### src/rtl/fixed_point_div_seq_if.sv
// Operand/result handshake bundle for the sequential Q8.4 divider.
// master = producer/consumer side, slave = divider side.
interface fixed_point_div_seq_if #(
  parameter int WIDTH = 12
);
  logic             inValid;
  logic             inReady;
  logic [WIDTH-1:0] a;
  logic [WIDTH-1:0] b;
  logic             outValid;
  logic             outReady;
  logic [WIDTH-1:0] quot;
  logic             errorFlag;

  modport master (
    output inValid, a, b, outReady,
    input  inReady, outValid, quot, errorFlag
  );

  modport slave (
    input  inValid, a, b, outReady,
    output inReady, outValid, quot, errorFlag
  );
endinterface

### src/rtl/fixed_point_div_seq.sv
// Multi-cycle signed Q(WIDTH-4).4 divider, one restoring step per clock, saturating.
// Optional macro FIXED_POINT_DIV_SEQ_PASSTHRU_EN lets a new op be accepted on the output handshake edge.
module fixed_point_div_seq #(
  parameter int WIDTH = 12
) (
  input logic                  clk,
  input logic                  rst,
  fixed_point_div_seq_if.slave bus
);

  localparam int DW = WIDTH + 4;
  localparam int CW = $clog2(WIDTH + 5);
  localparam logic [WIDTH-1:0] MAX_Q   = {1'b0, {(WIDTH-1){1'b1}}};
  localparam logic [WIDTH-1:0] MIN_Q   = {1'b1, {(WIDTH-1){1'b0}}};
  localparam logic [DW-1:0]    POS_LIM = DW'((1 << (WIDTH-1)) - 1);
  localparam logic [DW-1:0]    NEG_LIM = DW'(1 << (WIDTH-1));

  typedef enum logic [1:0] {IDLE, DIVIDE, DONE} state_t;

  state_t           state_q, state_d;
  logic [DW-1:0]    dividend_q, dividend_d;
  logic [WIDTH-1:0] divisor_q, divisor_d;
  logic [WIDTH-1:0] rem_q, rem_d;
  logic [DW-1:0]    qmag_q, qmag_d;
  logic [CW-1:0]    count_q, count_d;
  logic             sign_q, sign_d;
  logic [WIDTH-1:0] quot_q, quot_d;
  logic             err_q, err_d;

  logic             inReadyInt;
  logic             outValidInt;
  logic             accept;
  logic [WIDTH-1:0] aMag;
  logic [WIDTH-1:0] bMag;
  logic [WIDTH:0]   remShift;
  logic             remFits;
  logic [WIDTH-1:0] remSub;
  logic [DW-1:0]    qNext;
  logic [WIDTH-1:0] satQuot;

  // Magnitudes fit in WIDTH unsigned bits, including |MIN_Q| = 2^(WIDTH-1).
  assign aMag = bus.a[WIDTH-1] ? (~bus.a + WIDTH'(1)) : bus.a;
  assign bMag = bus.b[WIDTH-1] ? (~bus.b + WIDTH'(1)) : bus.b;

  assign accept   = bus.inValid && inReadyInt;
  assign remShift = {rem_q, dividend_q[DW-1]};
  assign remFits  = remShift >= {1'b0, divisor_q};
  assign remSub   = remFits ? WIDTH'(remShift - {1'b0, divisor_q}) : remShift[WIDTH-1:0];
  assign qNext    = {qmag_q[DW-2:0], remFits};

  always_comb begin
    satQuot = qNext[WIDTH-1:0];
    if (!sign_q) begin
      if (qNext > POS_LIM) satQuot = MAX_Q;
    end else if (qNext > NEG_LIM) begin
      satQuot = MIN_Q;
    end else begin
      satQuot = ~qNext[WIDTH-1:0] + WIDTH'(1);
    end
  end

  always_ff @(posedge clk) begin
    if (rst) begin
      state_q    <= IDLE;
      dividend_q <= '0;
      divisor_q  <= '0;
      rem_q      <= '0;
      qmag_q     <= '0;
      count_q    <= '0;
      sign_q     <= 1'b0;
      quot_q     <= '0;
      err_q      <= 1'b0;
    end else begin
      state_q    <= state_d;
      dividend_q <= dividend_d;
      divisor_q  <= divisor_d;
      rem_q      <= rem_d;
      qmag_q     <= qmag_d;
      count_q    <= count_d;
      sign_q     <= sign_d;
      quot_q     <= quot_d;
      err_q      <= err_d;
    end
  end

  always_comb begin
    state_d    = state_q;
    dividend_d = dividend_q;
    divisor_d  = divisor_q;
    rem_d      = rem_q;
    qmag_d     = qmag_q;
    count_d    = count_q;
    sign_d     = sign_q;
    quot_d     = quot_q;
    err_d      = err_q;

    case (state_q)
      IDLE: ;
      DIVIDE: begin
        rem_d      = remSub;
        qmag_d     = qNext;
        dividend_d = {dividend_q[DW-2:0], 1'b0};
        count_d    = count_q - CW'(1);
        if (count_q == CW'(1)) begin
          quot_d  = satQuot;
          err_d   = 1'b0;
          state_d = DONE;
        end
      end
      DONE: begin
        if (bus.outReady) state_d = IDLE;
      end
      default: state_d = IDLE;
    endcase

    // An accept overrides the DONE->IDLE return when passthrough is enabled.
    if (accept) begin
      if (bus.b == '0) begin
        state_d = DONE;
        err_d   = 1'b1;
        quot_d  = bus.a[WIDTH-1] ? MIN_Q : MAX_Q;
      end else begin
        state_d    = DIVIDE;
        dividend_d = {aMag, 4'b0000};
        divisor_d  = bMag;
        rem_d      = '0;
        qmag_d     = '0;
        count_d    = CW'(DW);
        sign_d     = bus.a[WIDTH-1] ^ bus.b[WIDTH-1];
      end
    end
  end

  always_comb begin
    outValidInt = (state_q == DONE);
`ifdef FIXED_POINT_DIV_SEQ_PASSTHRU_EN
    inReadyInt  = (state_q == IDLE) || ((state_q == DONE) && bus.outReady);
`else
    inReadyInt  = (state_q == IDLE);
`endif
  end

  assign bus.inReady   = inReadyInt;
  assign bus.outValid  = outValidInt;
  assign bus.quot      = quot_q;
  assign bus.errorFlag = err_q;

endmodule
### src/flat_wrapper.sv
// flat-port wrapper written by rule: the top's interface ports become plain ports
module fixed_point_div_seq_flat 
#(
  parameter int WIDTH = 12
)
  (clk, rst, bus_inValid, bus_a, bus_b, bus_outReady, bus_inReady, bus_outValid, bus_quot, bus_errorFlag);
  fixed_point_div_seq_if #(.WIDTH(WIDTH)) bus_i ();
  input logic clk;
  input logic rst;
  input wire logic [$bits(bus_i.inValid)-1:0] bus_inValid;
  input wire logic [$bits(bus_i.a)-1:0] bus_a;
  input wire logic [$bits(bus_i.b)-1:0] bus_b;
  input wire logic [$bits(bus_i.outReady)-1:0] bus_outReady;
  output wire logic [$bits(bus_i.inReady)-1:0] bus_inReady;
  output wire logic [$bits(bus_i.outValid)-1:0] bus_outValid;
  output wire logic [$bits(bus_i.quot)-1:0] bus_quot;
  output wire logic [$bits(bus_i.errorFlag)-1:0] bus_errorFlag;
  assign bus_i.inValid = bus_inValid;
  assign bus_i.a = bus_a;
  assign bus_i.b = bus_b;
  assign bus_i.outReady = bus_outReady;
  assign bus_inReady = bus_i.inReady;
  assign bus_outValid = bus_i.outValid;
  assign bus_quot = bus_i.quot;
  assign bus_errorFlag = bus_i.errorFlag;
  fixed_point_div_seq #(.WIDTH(WIDTH)) u_core (.clk(clk), .rst(rst), .bus(bus_i));
endmodule
### config.mk
export PLATFORM = sky130hd
export DESIGN_NAME = fixed_point_div_seq_flat
export DESIGN_NICKNAME = d
export VERILOG_FILES = /design/src/rtl/fixed_point_div_seq_if.sv /design/src/rtl/fixed_point_div_seq.sv /design/src/flat_wrapper.sv
export SDC_FILE = /design/constraint.sdc
export NUM_CORES = 1
export LEC_CHECK = 0
export BUFFER_PORTS_ARGS = -buffer_cell sky130_fd_sc_hd__clkbuf_2
export CORE_MARGIN = 2
export CORE_UTILIZATION = 25
export DETAILED_ROUTE_END_ITERATION = 8
export GPL_TIMING_DRIVEN = 0
export PLACE_DENSITY = 0.46
export SLEW_MARGIN = 5
export SYNTH_ARGS = -nofsm -noshare
export SYNTH_HDL_FRONTEND = slang
export SYNTH_SLANG_ARGS = --single-unit
### constraint.sdc
create_clock -name clk -period 7.56 [get_ports clk]
set_input_delay 1.512 -clock clk [delete_from_list [all_inputs] [get_ports clk]]
set_output_delay 1.512 -clock clk [all_outputs]
set_load 0.02 [all_outputs]
==> impl_metrics.toml <==
[status]
status = "completed"

[setup_path]
path_max_fanout = 10
worstSetupEndpointType = "register"
startpoint_type = "register"
required_ns = 7.80
crit_chain = "inv_1 -> ha_1 -> nor2b_1 -> o31a_1 -> o22ai_1 -> a21oi_1 -> or2_1 -> inv_1 -> clkbuf_1 -> ha_1 -> nand2b_1 -> o41ai_4 -> nand3_4 -> nor4b_1 -> nor3_1 -> o31ai_1"
slowest_stage = "clkbuf_1"
cp_data_arrival_time_ns = 4.49
crit_type = "register to register"
slowest_delay_ns = 0.47

[final_layout]
final_common_cell = "nand2_1"
num_antenna_cells = 0
layout-area-overhead-vs-synth_pct = 17.8
nets = 672
layout_common_cells = "93 x nand2_1, 76 x dfxtp_1, 57 x nor2_1"
final_layout_size_suffix_gt1_share_pct = 10.2
finalInstanceArea_mm2 = 0.00521

[floorplan]
io_pins = 43
die_h_um = 137
die_area_mm2 = 0.0188
fp.dieW_um = 137
start_util_pct = 25.6
core_area_mm2 = 0.0173
num_rows = 48

[clocking]
clk_pin_slew_ns = 0.06
numCtsBuffers = 9
root_buffer = "clkbuf_16"
cts_tree = "yes"
cts.hold.buffers_added = 0
cts_buffer_depth = 2
clkSinkCount = 76
cts_setup_buffers = 0
htreeDepth = 3
worstSkewPairLatency_ns = 0.34
cts_resized = 0

[pwr]
power_density_mw_per_mm2 = 230
p_sw_share_pct = 31.3
irDropWorstVdd_mv = 0.114
p_clk_share_pct = 37.6
leakagePower_nw = 1.96
internal_power_mw = 0.825
p_sw_mw = 0.376
combPwrFrac_pct = 26.0
power_frac_seq_pct = 36.4

[yosys]
mappedNetlistArea_mm2 = 0.00443
postSynthCellCount = 575
yosys-top-cells-area = "dfxtp_1 34%, nand2_1 7.9%, a21oi_1 5.5%"
synth_seq_cells = 76
ys_seq_area_share_pct = 34.4
yosysWarnings = 0
synth.top_cell.area_share_pct = 34.4
ys_dominant_reg_cell = "dfxtp_1"
synth-edff-count = 0
yosysTopAreaCell = "dfxtp_1"
synthArstFlopShare_pct = 0
synth_nets = 621
syn_avg_cell_area_um2 = 7.70
ys_types = 57

[sta]
rsz0062_at_grt = "false"
tns_ns = 0
post-route-period-util_pct = 56.2
fmax_mhz = 235
setup_viol_count_final = 0
skew_ns = 0.00904
relSlewSlack_pct = 43.1
drv_slew = 0
worst_pin_slew_ns = 0.853
hold_violations = 0
worst_slack_ns = 3.31
period_needed_ns = 4.25

[run]
maxCapViolations = 0

[min_path]
hold_class = "register to register"

[route]
viasPerCell = 4.91
vias = 4189
wl_per_cell_um = 14.8
route.detailed.drc = 0
drt_pass1_iterations = 4
finalWirelength_um = 12700
drtIter0Drc = 265
ant_nets = 0

[grt]
grt_pass1_wl_um = 20800
grt_overflow = 0
grt_start_max_net_pins = 13
antenna_found_initial = 0
first_global_vias = 4039
grtUsageTotal_pct = 14.0

[placed_design]
io_buffers = 40
place_hpwl_um = 9980
pre_cts_ws_ns = 3.39
placed_area_mm2 = 0.00491
gp_congestion = 0.873
==> routing by layer <==
layer | track usage, % | part of all wire (%)
met5 | 0 | 0
met4 | 4.58 | 1.8
met3 | 2.63 | 3.1
met2 | 22.9 | 46
met1 | 18.6 | 49
==> worst max-delay path, delay by kind of cell (launching register included) <==
family,cells,cell delay (ns)
and+or+nand+nor,6,1.15
buffers and inverters,3,0.66
AOI/OAI and AO/OA,5,1.35
adders and majority gates,2,0.61
DFF,1,0.39
==> cells by family after synthesis <==
kind of cell / share of synthesized area, %
buffers and inverters: 5.29
adders and majority gates: 5.26
AOI/OAI and AO/OA: 22.9
DFF: 34.4
xor gates and xnor gates: 6.33
and+or+nand+nor: 23.7
muxes: 2.09
==> registers in the layout, indices dropped and copies added, names as in the netlist <==
name,flops
u_core.bus.errorFlag,1
u_core.bus.quot,12
u_core.count_q,5
u_core.dividend_q,16
u_core.divisor_q,12
u_core.qmag_q,15
u_core.rem_q,12
u_core.sign_q,1
u_core.state_q,2
==> power by group through the flow <==
stage | clock [mW] | combinational, mW | sequential, mW
finish | 0.451 | 0.312 | 0.438
global route | 0.477 | 0.351 | 0.441
detailed placement | 0 | 0.312 | 0.446
floorplan | 0 | 0.229 | 0.443
global placement | 0 | 0.308 | 0.446
CTS | 0.462 | 0.314 | 0.438
==> final cells by class <==
cell class                      instances  area (um2)
Sequential cell                        76        1520
Buffer                                 34         136
Timing Repair Buffer                   40         200
Inverter                               26        97.6
Tap cell                              225         282
Multi-Input combinational cell        439        2670
Clock inverter                          5        78.8
Fill cell                            1919       12100
Clock buffer                            9         225
==> final timing paths <==
kind / startpoint / slack (ns) / depth (start not counted) / endpoint
worst max-delay path: u_core.divisor_q[1] / 3.31 / 16 / u_core.bus.quot[3]
worst min-delay path: u_core.dividend_q[1] / 0.46 / 2 / u_core.dividend_q[2]
worst max register to register: u_core.divisor_q[1] / 3.31 / 16 / u_core.bus.quot[3]
worst min register to register: u_core.dividend_q[1] / 0.46 / 2 / u_core.dividend_q[2]
==> synthesized netlist by cell type (2+ instances only) <==
library cell and count:
o22ai_1 2, nor2_1 57, nor4b_1 4, nand2_1 93, nor3b_1 2, a21oi_1 49, ha_1 17, or3_1 4
nor4_1 2, a21o_1 4, o21a_1 4, or2_1 2, a211oi_1 22, xor2_1 14, clkbuf_1 32, nor2b_1 4
inv_1 26, nand3b_1 3, mux2_1 2, o21ai_1 4, dfxtp_1 76, o21ai_0 29, o31ai_1 7, a31oi_1 4
nor3_1 20, xnor2_1 18, mux2i_1 7, nand4_1 5, a2111oi_0 2, o32ai_1 2, o21bai_1 3, nand2b_1 9
nor4_2 2, nand3_1 10, a311oi_1 12
==> through the flow <==
step                      total power, mW  instances  util [%]  hold WS [ns]
final                                1.20        854      30.1         0.461
after global routing                 1.27        854      30.1         0.485
after CTS                            1.21        854      30.1         0.459
after detailed placement            0.758        840      28.4         0.450
after global placement              0.755        840      28.4         0.441
after floorplan                     0.672        575         -         0.427
Note: power is estimated with default switching activity, not from simulation.
